<file path="config.mk">
export PLATFORM = sky130hd
export DESIGN_NAME = bcd_operand_entry_flat
export DESIGN_NICKNAME = d
export VERILOG_FILES = /design/src/rtl/bcd_operand_entry_if.sv /design/src/rtl/bcd_operand_entry.sv /design/src/flat_wrapper.sv
export SDC_FILE = /design/constraint.sdc
export NUM_CORES = 1
export LEC_CHECK = 0
export ABC_AREA = 1
export CAP_MARGIN = 15
export CORE_MARGIN = 10
export CORE_UTILIZATION = 50
export CTS_BUF_LIST = sky130_fd_sc_hd__clkbuf_4
export CTS_CLUSTER_DIAMETER = 40
export DETAILED_ROUTE_END_ITERATION = 6
export GPL_ROUTABILITY_DRIVEN = 0
export PLACE_DENSITY = 0.82
export SYNTH_ARGS = -nofsm -noshare
export SYNTH_HDL_FRONTEND = slang
export SYNTH_SLANG_ARGS = --single-unit
</file>
<file path="constraint.sdc">
create_clock -name CLOCK_50 -period 1.35 [get_ports CLOCK_50]
set_input_delay 0.27 -clock CLOCK_50 [delete_from_list [all_inputs] [get_ports CLOCK_50]]
set_output_delay 0.27 -clock CLOCK_50 [all_outputs]
set_load 0.01 [all_outputs]
</file>
<file path="src/rtl/bcd_operand_entry_if.sv">
// Operand-entry bus: switch/button inputs in, latched operands out.
// Handshake: operands_valid is a level-valid with no ready; the four digits
// and op are stable and meaningful whenever operands_valid is high, and the
// consumer samples them at will. digit_err is a single-cycle strobe.
interface bcd_operand_entry_if;
   logic [3:0] digit_in;
   logic       op_in;
   logic       enter_n;
   logic       clear_n;
   logic [3:0] a_tens;
   logic [3:0] a_ones;
   logic [3:0] b_tens;
   logic [3:0] b_ones;
   logic       op;
   logic       operands_valid;
   logic [2:0] entry_state;
   logic       digit_err;

   // Drives switches/buttons, observes operands.
   modport master (
      output digit_in, op_in, enter_n, clear_n,
      input  a_tens, a_ones, b_tens, b_ones, op, operands_valid, entry_state, digit_err
   );

   // The entry block itself.
   modport slave (
      input  digit_in, op_in, enter_n, clear_n,
      output a_tens, a_ones, b_tens, b_ones, op, operands_valid, entry_state, digit_err
   );
endinterface

</file>
<file path="src/rtl/bcd_operand_entry.sv">
// Button-sequenced BCD operand entry: debounces ENTER/CLEAR, walks the four
// digit slots, then holds the two operands and operator until the next ENTER.
module bcd_operand_entry #(
   parameter logic [15:0] DEBOUNCE_CYCLES = 16'd50000
) (
   input logic                 CLOCK_50,
   input logic                 rst_n,
   bcd_operand_entry_if.slave  bus
);

   typedef enum logic [2:0] {
      ST_A_T   = 3'b000,
      ST_A_O   = 3'b001,
      ST_B_T   = 3'b010,
      ST_B_O   = 3'b011,
      ST_READY = 3'b100
   } state_t;

   localparam logic [15:0] CNT_LAST = DEBOUNCE_CYCLES - 16'd1;

   // Button index 0 = ENTER, 1 = CLEAR. All levels active-low (1 = released).
   logic [1:0]       btn_raw;
   logic [1:0]       sync1_q, sync1_d;
   logic [1:0]       sync2_q, sync2_d;
   logic [1:0]       db_q, db_d;
   logic [1:0]       press_q, press_d;
   logic [1:0][15:0] cnt_q, cnt_d;

   state_t     state_q, state_d;
   logic [3:0] a_tens_q, a_tens_d;
   logic [3:0] a_ones_q, a_ones_d;
   logic [3:0] b_tens_q, b_tens_d;
   logic [3:0] b_ones_q, b_ones_d;
   logic       op_q, op_d;
   logic       valid_q, valid_d;
   logic       err_q, err_d;

   logic enter_ev, clear_ev;

   assign btn_raw  = {bus.clear_n, bus.enter_n};
   assign enter_ev = press_q[0];
   assign clear_ev = press_q[1];

   // Synchronize, debounce and edge-detect both buttons.
   always_comb begin
      sync1_d = btn_raw;
      sync2_d = sync1_q;
      db_d    = db_q;
      cnt_d   = cnt_q;
      press_d = 2'b00;
      for (int i = 0; i < 2; i++) begin
         if (sync2_q[i] != db_q[i]) begin
            if (cnt_q[i] == CNT_LAST) begin
               db_d[i]  = sync2_q[i];
               cnt_d[i] = 16'd0;
            end else begin
               cnt_d[i] = cnt_q[i] + 16'd1;
            end
         end else begin
            cnt_d[i] = 16'd0;
         end
         // Only the released->pressed transition is an event.
         press_d[i] = db_q[i] & ~db_d[i];
      end
   end

   // Entry sequencer: CLEAR beats ENTER; bad digits are rejected with a strobe.
   always_comb begin
      state_d  = state_q;
      a_tens_d = a_tens_q;
      a_ones_d = a_ones_q;
      b_tens_d = b_tens_q;
      b_ones_d = b_ones_q;
      op_d     = op_q;
      err_d    = 1'b0;
      if (clear_ev) begin
         a_tens_d = 4'd0;
         a_ones_d = 4'd0;
         b_tens_d = 4'd0;
         b_ones_d = 4'd0;
         op_d     = 1'b0;
         state_d  = ST_A_T;
      end else if (enter_ev) begin
         if (state_q == ST_READY) begin
            // Start a new entry; op is kept until the next pass through B_O.
            a_tens_d = 4'd0;
            a_ones_d = 4'd0;
            b_tens_d = 4'd0;
            b_ones_d = 4'd0;
            state_d  = ST_A_T;
         end else if (bus.digit_in > 4'd9) begin
            err_d = 1'b1;
         end else begin
            case (state_q)
               ST_A_T: begin a_tens_d = bus.digit_in; state_d = ST_A_O; end
               ST_A_O: begin a_ones_d = bus.digit_in; state_d = ST_B_T; end
               ST_B_T: begin b_tens_d = bus.digit_in; state_d = ST_B_O; end
               ST_B_O: begin
                  b_ones_d = bus.digit_in;
                  op_d     = bus.op_in;
                  state_d  = ST_READY;
               end
               default: state_d = ST_A_T;
            endcase
         end
      end
      // Illegal encodings recover to the first slot.
      if (3'(state_q) > 3'b100) state_d = ST_A_T;
      valid_d = (state_d == ST_READY);
   end

   // State and output registers, asynchronously cleared.
   always_ff @(posedge CLOCK_50 or negedge rst_n) begin
      if (!rst_n) begin
         sync1_q  <= 2'b11;
         sync2_q  <= 2'b11;
         db_q     <= 2'b11;
         press_q  <= 2'b00;
         cnt_q    <= '0;
         state_q  <= ST_A_T;
         a_tens_q <= 4'd0;
         a_ones_q <= 4'd0;
         b_tens_q <= 4'd0;
         b_ones_q <= 4'd0;
         op_q     <= 1'b0;
         valid_q  <= 1'b0;
         err_q    <= 1'b0;
      end else begin
         sync1_q  <= sync1_d;
         sync2_q  <= sync2_d;
         db_q     <= db_d;
         press_q  <= press_d;
         cnt_q    <= cnt_d;
         state_q  <= state_d;
         a_tens_q <= a_tens_d;
         a_ones_q <= a_ones_d;
         b_tens_q <= b_tens_d;
         b_ones_q <= b_ones_d;
         op_q     <= op_d;
         valid_q  <= valid_d;
         err_q    <= err_d;
      end
   end

   assign bus.a_tens         = a_tens_q;
   assign bus.a_ones         = a_ones_q;
   assign bus.b_tens         = b_tens_q;
   assign bus.b_ones         = b_ones_q;
   assign bus.op             = op_q;
   assign bus.operands_valid = valid_q;
   assign bus.entry_state    = state_q;
   assign bus.digit_err      = err_q;

endmodule

</file>
<file path="src/flat_wrapper.sv">
// flat-port wrapper written by rule: the top's interface ports become plain ports
module bcd_operand_entry_flat 
#(
   parameter logic [15:0] DEBOUNCE_CYCLES = 16'd50000
)
  (CLOCK_50, rst_n, bus_digit_in, bus_op_in, bus_enter_n, bus_clear_n, bus_a_tens, bus_a_ones, bus_b_tens, bus_b_ones, bus_op, bus_operands_valid, bus_entry_state, bus_digit_err);
  bcd_operand_entry_if bus_i ();
  input logic CLOCK_50;
  input logic rst_n;
  input wire logic [$bits(bus_i.digit_in)-1:0] bus_digit_in;
  input wire logic [$bits(bus_i.op_in)-1:0] bus_op_in;
  input wire logic [$bits(bus_i.enter_n)-1:0] bus_enter_n;
  input wire logic [$bits(bus_i.clear_n)-1:0] bus_clear_n;
  output wire logic [$bits(bus_i.a_tens)-1:0] bus_a_tens;
  output wire logic [$bits(bus_i.a_ones)-1:0] bus_a_ones;
  output wire logic [$bits(bus_i.b_tens)-1:0] bus_b_tens;
  output wire logic [$bits(bus_i.b_ones)-1:0] bus_b_ones;
  output wire logic [$bits(bus_i.op)-1:0] bus_op;
  output wire logic [$bits(bus_i.operands_valid)-1:0] bus_operands_valid;
  output wire logic [$bits(bus_i.entry_state)-1:0] bus_entry_state;
  output wire logic [$bits(bus_i.digit_err)-1:0] bus_digit_err;
  assign bus_i.digit_in = bus_digit_in;
  assign bus_i.op_in = bus_op_in;
  assign bus_i.enter_n = bus_enter_n;
  assign bus_i.clear_n = bus_clear_n;
  assign bus_a_tens = bus_i.a_tens;
  assign bus_a_ones = bus_i.a_ones;
  assign bus_b_tens = bus_i.b_tens;
  assign bus_b_ones = bus_i.b_ones;
  assign bus_op = bus_i.op;
  assign bus_operands_valid = bus_i.operands_valid;
  assign bus_entry_state = bus_i.entry_state;
  assign bus_digit_err = bus_i.digit_err;
  bcd_operand_entry #(.DEBOUNCE_CYCLES(DEBOUNCE_CYCLES)) u_core (.CLOCK_50(CLOCK_50), .rst_n(rst_n), .bus(bus_i));
endmodule
</file>
# Yosys cells after proc, flatten, opt, wreduce, memory -nomap -nowiden
# Index checks and enable logic that the tools add are counted.
dict set report totals {
  in_bits 9
  elab_cells 89
  regBits 62
  out_inout_bits 22
}
dict set report classes {
  reduce_logical 12
  n_eq_ne 12
  muxes 43
  n_lt_le_gt_ge 2
  n_addsub 2
  n_bitwise 4
}
# op count
set op_table {}
lappend op_table {{two-way mux 4 bit} 20}
lappend op_table {{two-way mux 16 bit} 4}
lappend op_table {{adder 16 x 1 -> 16 bit (second input constant)} 2}
lappend op_table {{== test 16 bit (second input constant)} 2}
lappend op_table {{two-way mux 3 bit} 5}
lappend op_table {{two-way mux 1 bit} 13}
lappend op_table {{case mux 3 bit (4 select lines)} 1}
lappend op_table {{AND reduction 3 bit} 4}
lappend op_table {{nonzero test 3 bit} 4}
lappend op_table {{== test 3 x 2 -> 1 bit (second input constant)} 2}
lappend op_table {{== test 3 bit (second input constant)} 2}
lappend op_table {{greater-than comparator 4 bit (second input constant)} 1}
lappend op_table {{!= test 2 x 1 -> 1 bit (second input constant)} 2}
lappend op_table {{AND reduction 4 bit} 1}
lappend op_table {{nonzero test 2 bit} 2}
lappend op_table {{== test 3 x 1 -> 1 bit (second input constant)} 1}
lappend op_table {{greater-than comparator 3 bit (second input constant)} 1}
lappend op_table {{zero test 3 bit} 1}
lappend op_table {{!= test 3 x 1 -> 1 bit (second input constant)} 1}
lappend op_table {{AND 1 bit} 2}
lappend op_table {{!= test 1 bit} 2}
lappend op_table {{inverter 1 bit} 2}

# Longest topological paths before layout
dict set report logic_depth {
  ltp_word 8
  ltp_mapped 8
  depth_no_buf 8
}

# Worst setup path after synthesis
# OpenSTA, ideal clock, no wires.
dict set report synth_timing {
  path_type {flip-flop to flip-flop}
  startpoint {reg u_core.cnt_q[16] in the netlist's numbering}
  endpoint {reg u_core.cnt_q[23] in the netlist's numbering}
  path_stages_with_launch 9
  synth_period_minus_slack_ps 1260
  required_time_ps 1229
  arrival_ps 1140
  setup_ps 121
  setup_slack_ps 90
  path_buffers 0
  cell_sequence {dfrtp_1 > ha_1 > nand2_2 > nor2_1 > nand3_1 > nor2_2 > nor2_2 > nand2_1 > nor2_1}
}
# item line
set synth_rtl {}
lappend synth_rtl {{start, declared} bcd_operand_entry.sv:27} ;# logic [1:0][15:0] cnt_q, cnt_d;
lappend synth_rtl {{start signal, assigned} bcd_operand_entry.sv:133} ;# cnt_q <= cnt_d;

# Worst setup path in the final report
dict set report layout_timing {
  startpoint {reg u_core.state_q[1] (netlist: u_core.bus.entry_state[1])}
  endpoint {reg u_core.state_q[2] (netlist: u_core.bus.entry_state[2])}
}
dict set report layout_via {
  elab_chain_len 7
  word_cells_on_any_way 12
  cone_classes {1 x order compare; 4 x eq/ne; 6 x mux; 1 x reduce/logical}
}
# item line
set layout_rtl {}
lappend layout_rtl {{start, declared} bcd_operand_entry.sv:29} ;# state_t state_q, state_d;
lappend layout_rtl {{start signal, assigned} bcd_operand_entry.sv:134} ;# state_q <= state_d;
lappend layout_rtl {{== test 3 x 2 -> 1 bit (tied with other cells)} bcd_operand_entry.sv:94} ;# case (state_q)
lappend layout_rtl {{case mux 3 bit (4 select lines)} bcd_operand_entry.sv:94}
lappend layout_rtl {{two-way mux 3 bit} bcd_operand_entry.sv:91} ;# end else if (bus.digit_in > 4'd9) begin
lappend layout_rtl {{two-way mux 3 bit} bcd_operand_entry.sv:84} ;# if (state_q == ST_READY) begin
lappend layout_rtl {{two-way mux 3 bit} bcd_operand_entry.sv:83} ;# end else if (enter_ev) begin
lappend layout_rtl {{two-way mux 3 bit} bcd_operand_entry.sv:76} ;# if (clear_ev) begin
lappend layout_rtl {{two-way mux 3 bit (*)} bcd_operand_entry.sv:108} ;# if (3'(state_q) > 3'b100) state_d = ST_A_T;
lappend layout_rtl {{net u_core.state_d[2]} bcd_operand_entry.sv:29}
# The timed path passes the listed nets; every way through them passes the cells marked *.
# A chain may end at the register's enable or synchronous reset.

==> summary.txt <==
Global routing
  • Global-route total usage across every layer: 14.5%
  • Global-route wire length before repair: 12.2 mm
  • Number of global-route vias before repair: 2679
  • Largest net degree at the start of global routing: 40
  • Initial antenna violation count: 0
  • GRT overflow: 0

STA
  • Fmax achieved: 746 MHz
  • Headroom to the max-slew limit: 77.4%
  • Final Hold Fails: 0
  • RSZ-0062 raised after global routing: yes
  • Clock Skews: 14.6 ps
  • Min Tclk post-route: 1340 ps
  • Slew Viols, Final: 0
  • Worst-margin pin slew: 337 ps
  • Tcrit/Tclk final: 99.3%
  • Final setup fails: 0

Critical path
  • FF-to-FF setup slack: 9 ps
  • Bufs and invs on worst path: 2
  • CP startpoint: u_core.bus.entry_state[1]
  • Data arrival, critical path: 1620 ps
  • Largest delay share family, worst path: simple AND/OR/NAND/NOR gates
  • FF-to-FF Start: u_core.bus.entry_state[1]
  • Worst Setup EP: u_core.bus.entry_state[2]
  • Worst-path maximum fanout: 5
  • Worst setup path class: reg -> reg
  • WP depth: 7
  • Crit end category: flip-flop
  • WP data required: 1630 ps
  • CP max stage cell: dfrtp_1
  • Worst path max stage delay: 410 ps
  • R2R cell count: 7
  • R2r endpoint: u_core.bus.entry_state[2]
  • Critical Path Start Type: flip-flop
  • Crit-path cells: buf_6, inv_2, nand2_4, nor2_4, nor2_4, nor3_1, nor3_1

Detailed routing
  • 1st-iter DRT viols: 171
  • Total number of vias: 2880
  • Post-Route WL: 7.59 mm
  • Pre-Repair DR Iteration Count: 5
  • DRC viols: 0
  • DR WL/cell: 14.0 um
  • DRT antenna net count: 0
  • Vias per cell: 5.31

Cells and area
  • Share of cells above drive strength 1: 33.0%
  • Layout filler cell count: 452
  • N_diodes: 0
  • Area grow syn2layout: 29.8%
  • Final std cells w/o fill: 542
  • Post-layout net count: 473

Die
  • Initial cell density of the core: 52.4%
  • Full die area: 0.00995 mm^2
  • Die width: 99.7 um
  • I/O pin total: 31
  • Core area: 0.00606 mm^2
  • Die Height: 99.7 um
  • FP Rows: 28

Clock network
  • CTS tree: done
  • Sink Count: 62
  • CTS buffer count: 9
  • Clock buffer depth: 2
  • Clock transition at path regs: 110 ps
  • Htree depth: 3
  • Clock Latency Late Sink: 400 ps
  • Clk root buf: clkbuf_4

Power
  • Pint: 0.00253 W
  • Clock power share: 37.3%
  • Sw Pwr: 0.000852 W
  • Sw Ratio: 25.2%
  • Total Power: 0.00338 W
  • LEAKAGE: 1.96 nW
  • Sequential Power Share: 56.2%
  • Combinational fraction of design power: 6.5%
  • VDD IR max: 0.000587 V
  • Pwr dens: 819 mW/mm^2

Logic synthesis
  • Synthesized area: 0.00318 mm^2
  • Post-synthesis sequential area ratio: 49.1%
  • Syn Area/Cell: 8.25 um^2
  • Yosys reg bits: 62
  • Unique cell type count in the Yosys netlist: 32
  • Synth warn: 0
  • Post-synth net total: 396
  • Mapped Cells: 385

Run status
  • Status: completed

Placement
  • I/O Buffers: 30
  • Placed Instances: 503
  • DP Wirelength: 5.09 mm

Worst hold path
  • Worst Hold Class: in -> reg

Run
  • Max cap viols: 0
## cell usage after synthesis
| cell | instances | area, um^2 |
|---|---|---|
| o21ai_1 | 6 | 30.0 |
| o21ai_0 | 3 | 15.0 |
| nand3_2 | 5 | 50.1 |
| buf_6 | 1 | 11.3 |
| xnor2_2 | 1 | 16.3 |
| a31oi_1 | 1 | 6.26 |
| nor3b_1 | 3 | 22.5 |
| o21ai_2 | 1 | 8.76 |
| nand4_1 | 12 | 75.1 |
| xnor2_1 | 1 | 8.76 |
| dfrtp_1 | 56 | 1400 |
| o21bai_1 | 4 | 30.0 |
| inv_2 | 4 | 15.0 |
| nor2_2 | 11 | 68.8 |
| clkinv_1 | 1 | 3.75 |
| inv_1 | 41 | 154 |
| nor3_2 | 2 | 20.0 |
| nor2_4 | 6 | 67.6 |
| o21bai_2 | 1 | 11.3 |
| dfstp_2 | 6 | 158 |
| nor2_1 | 57 | 214 |
| buf_1 | 1 | 3.75 |
| nand3b_1 | 1 | 7.51 |
| nand2_2 | 10 | 62.6 |
| xor2_1 | 10 | 87.6 |
| nor3_1 | 9 | 45.0 |
| nand2_4 | 2 | 22.5 |
| ha_1 | 2 | 25.0 |
| nand3_1 | 32 | 160 |
| nand2_1 | 85 | 319 |
| nor3b_2 | 1 | 12.5 |
| a21oi_1 | 9 | 45.0 |
## repair_timing
item / CTS / global route
gates cloned: 0 / 1
setup buffers: 12 / 9
pin swaps: 6 / 19
resized for setup: 53 / 71
hold endpoints to repair: 11 / 0
hold buffers: 1 / 0
setup endpoints to repair: 34 / 67
## sequential cells by signal (all words and copies together) (netlist names), 3 cells and up
name	cells
u_core.bus.a_tens	4
u_core.cnt_q	32
u_core.bus.b_tens	4
u_core.bus.entry_state	3
u_core.bus.a_ones	4
u_core.bus.b_ones	4
## power by group through the flow
| stage | clock network [W] | registers (W) | logic, W |
|---|---|---|---|
| floorplan | 0 | 0.00193 | 0.0000755 |
| global placement | 0 | 0.00193 | 0.000187 |
| detailed placement | 0 | 0.00193 | 0.000190 |
| CTS | 0.00129 | 0.00190 | 0.000199 |
| global route | 0.00137 | 0.00190 | 0.000246 |
| finish | 0.00126 | 0.00190 | 0.000220 |
## cell families after synthesis
family	Yosys count	share of synthesized area, %
flip-flops	62	49.1
adder cells (fa/ha/maj)	2	0.787
XOR/XNOR	12	3.54
buffers and inverters	48	5.91
AND/OR/NAND/NOR	236	36.1
AO/OA/AOI/OAI	25	4.61
## cell type report
class / instances / area [um^2] / share of cell area (%)
multi-input cells: 276 / 1640 / 39.8
flip-flops and latches: 62 / 1560 / 37.9
repair buffers: 67 / 513 / 12.4
inverters: 46 / 180 / 4.37
well taps: 75 / 93.8 / 2.27
clock buffers: 9 / 67.6 / 1.64
clock inverters: 7 / 65.1 / 1.58
## per-stage QoR
step                area (um^2)  TNS, ps  utilization, %  hold WS, ps  setup WS [ps]
detailed placement         3680    -3880            60.7          184           -219
global placement           3680    -2980            60.7          176           -153
floorplan                  3180        0               -        -25.6           89.5
finish                     4130        0            68.1          274           9.46
CTS                        3950     -116            65.2          255          -28.5
global route               4130    -1220            68.1          250          -93.6
## placed cells by master, fill, tap and decap left out, drive strengths merged, types with 9 or more instances in the layout
| cell | count |
|---|---|
| a21oi | 9 |
| buf | 37 |
| clkbuf | 27 |
| dfrtp | 56 |
| inv | 45 |
| nand2 | 98 |
| nand3 | 37 |
| nand4 | 12 |
| nor2 | 74 |
| nor3 | 11 |
| o21ai | 10 |
| xor2 | 10 |
## layer usage
| metal | GRT usage (%) | part of all wire [%] | wire, um | vias to the layer above |
|---|---|---|---|---|
| li1 | - | - | - | 1383 |
| met1 | 17.6 | 44 | 3310 | 1387 |
| met2 | 24.0 | 48 | 3650 | 97 |
| met3 | 4.71 | 6.8 | 518 | 13 |
| met4 | 4.08 | 1.4 | 109 | 0 |
| met5 | 0 | 0 | 0 | - |
## worst min-delay path by stage
stage	from	end	slack [ps]	cells past startpoint
2_1_floorplan	rst_n	u_core.bus.a_ones[0]	-30	0
3_3_place_gp	rst_n	u_core.bus.operands_valid	180	1
3_5_place_dp	rst_n	u_core.bus.operands_valid	180	1
4_1_cts	bus_clear_n	u_core.sync1_q[1]	250	1
5_1_grt	bus_clear_n	u_core.sync1_q[1]	250	1
6_report	bus_clear_n	u_core.sync1_q[1]	270	1
Power figures use the tool's default switching activity.
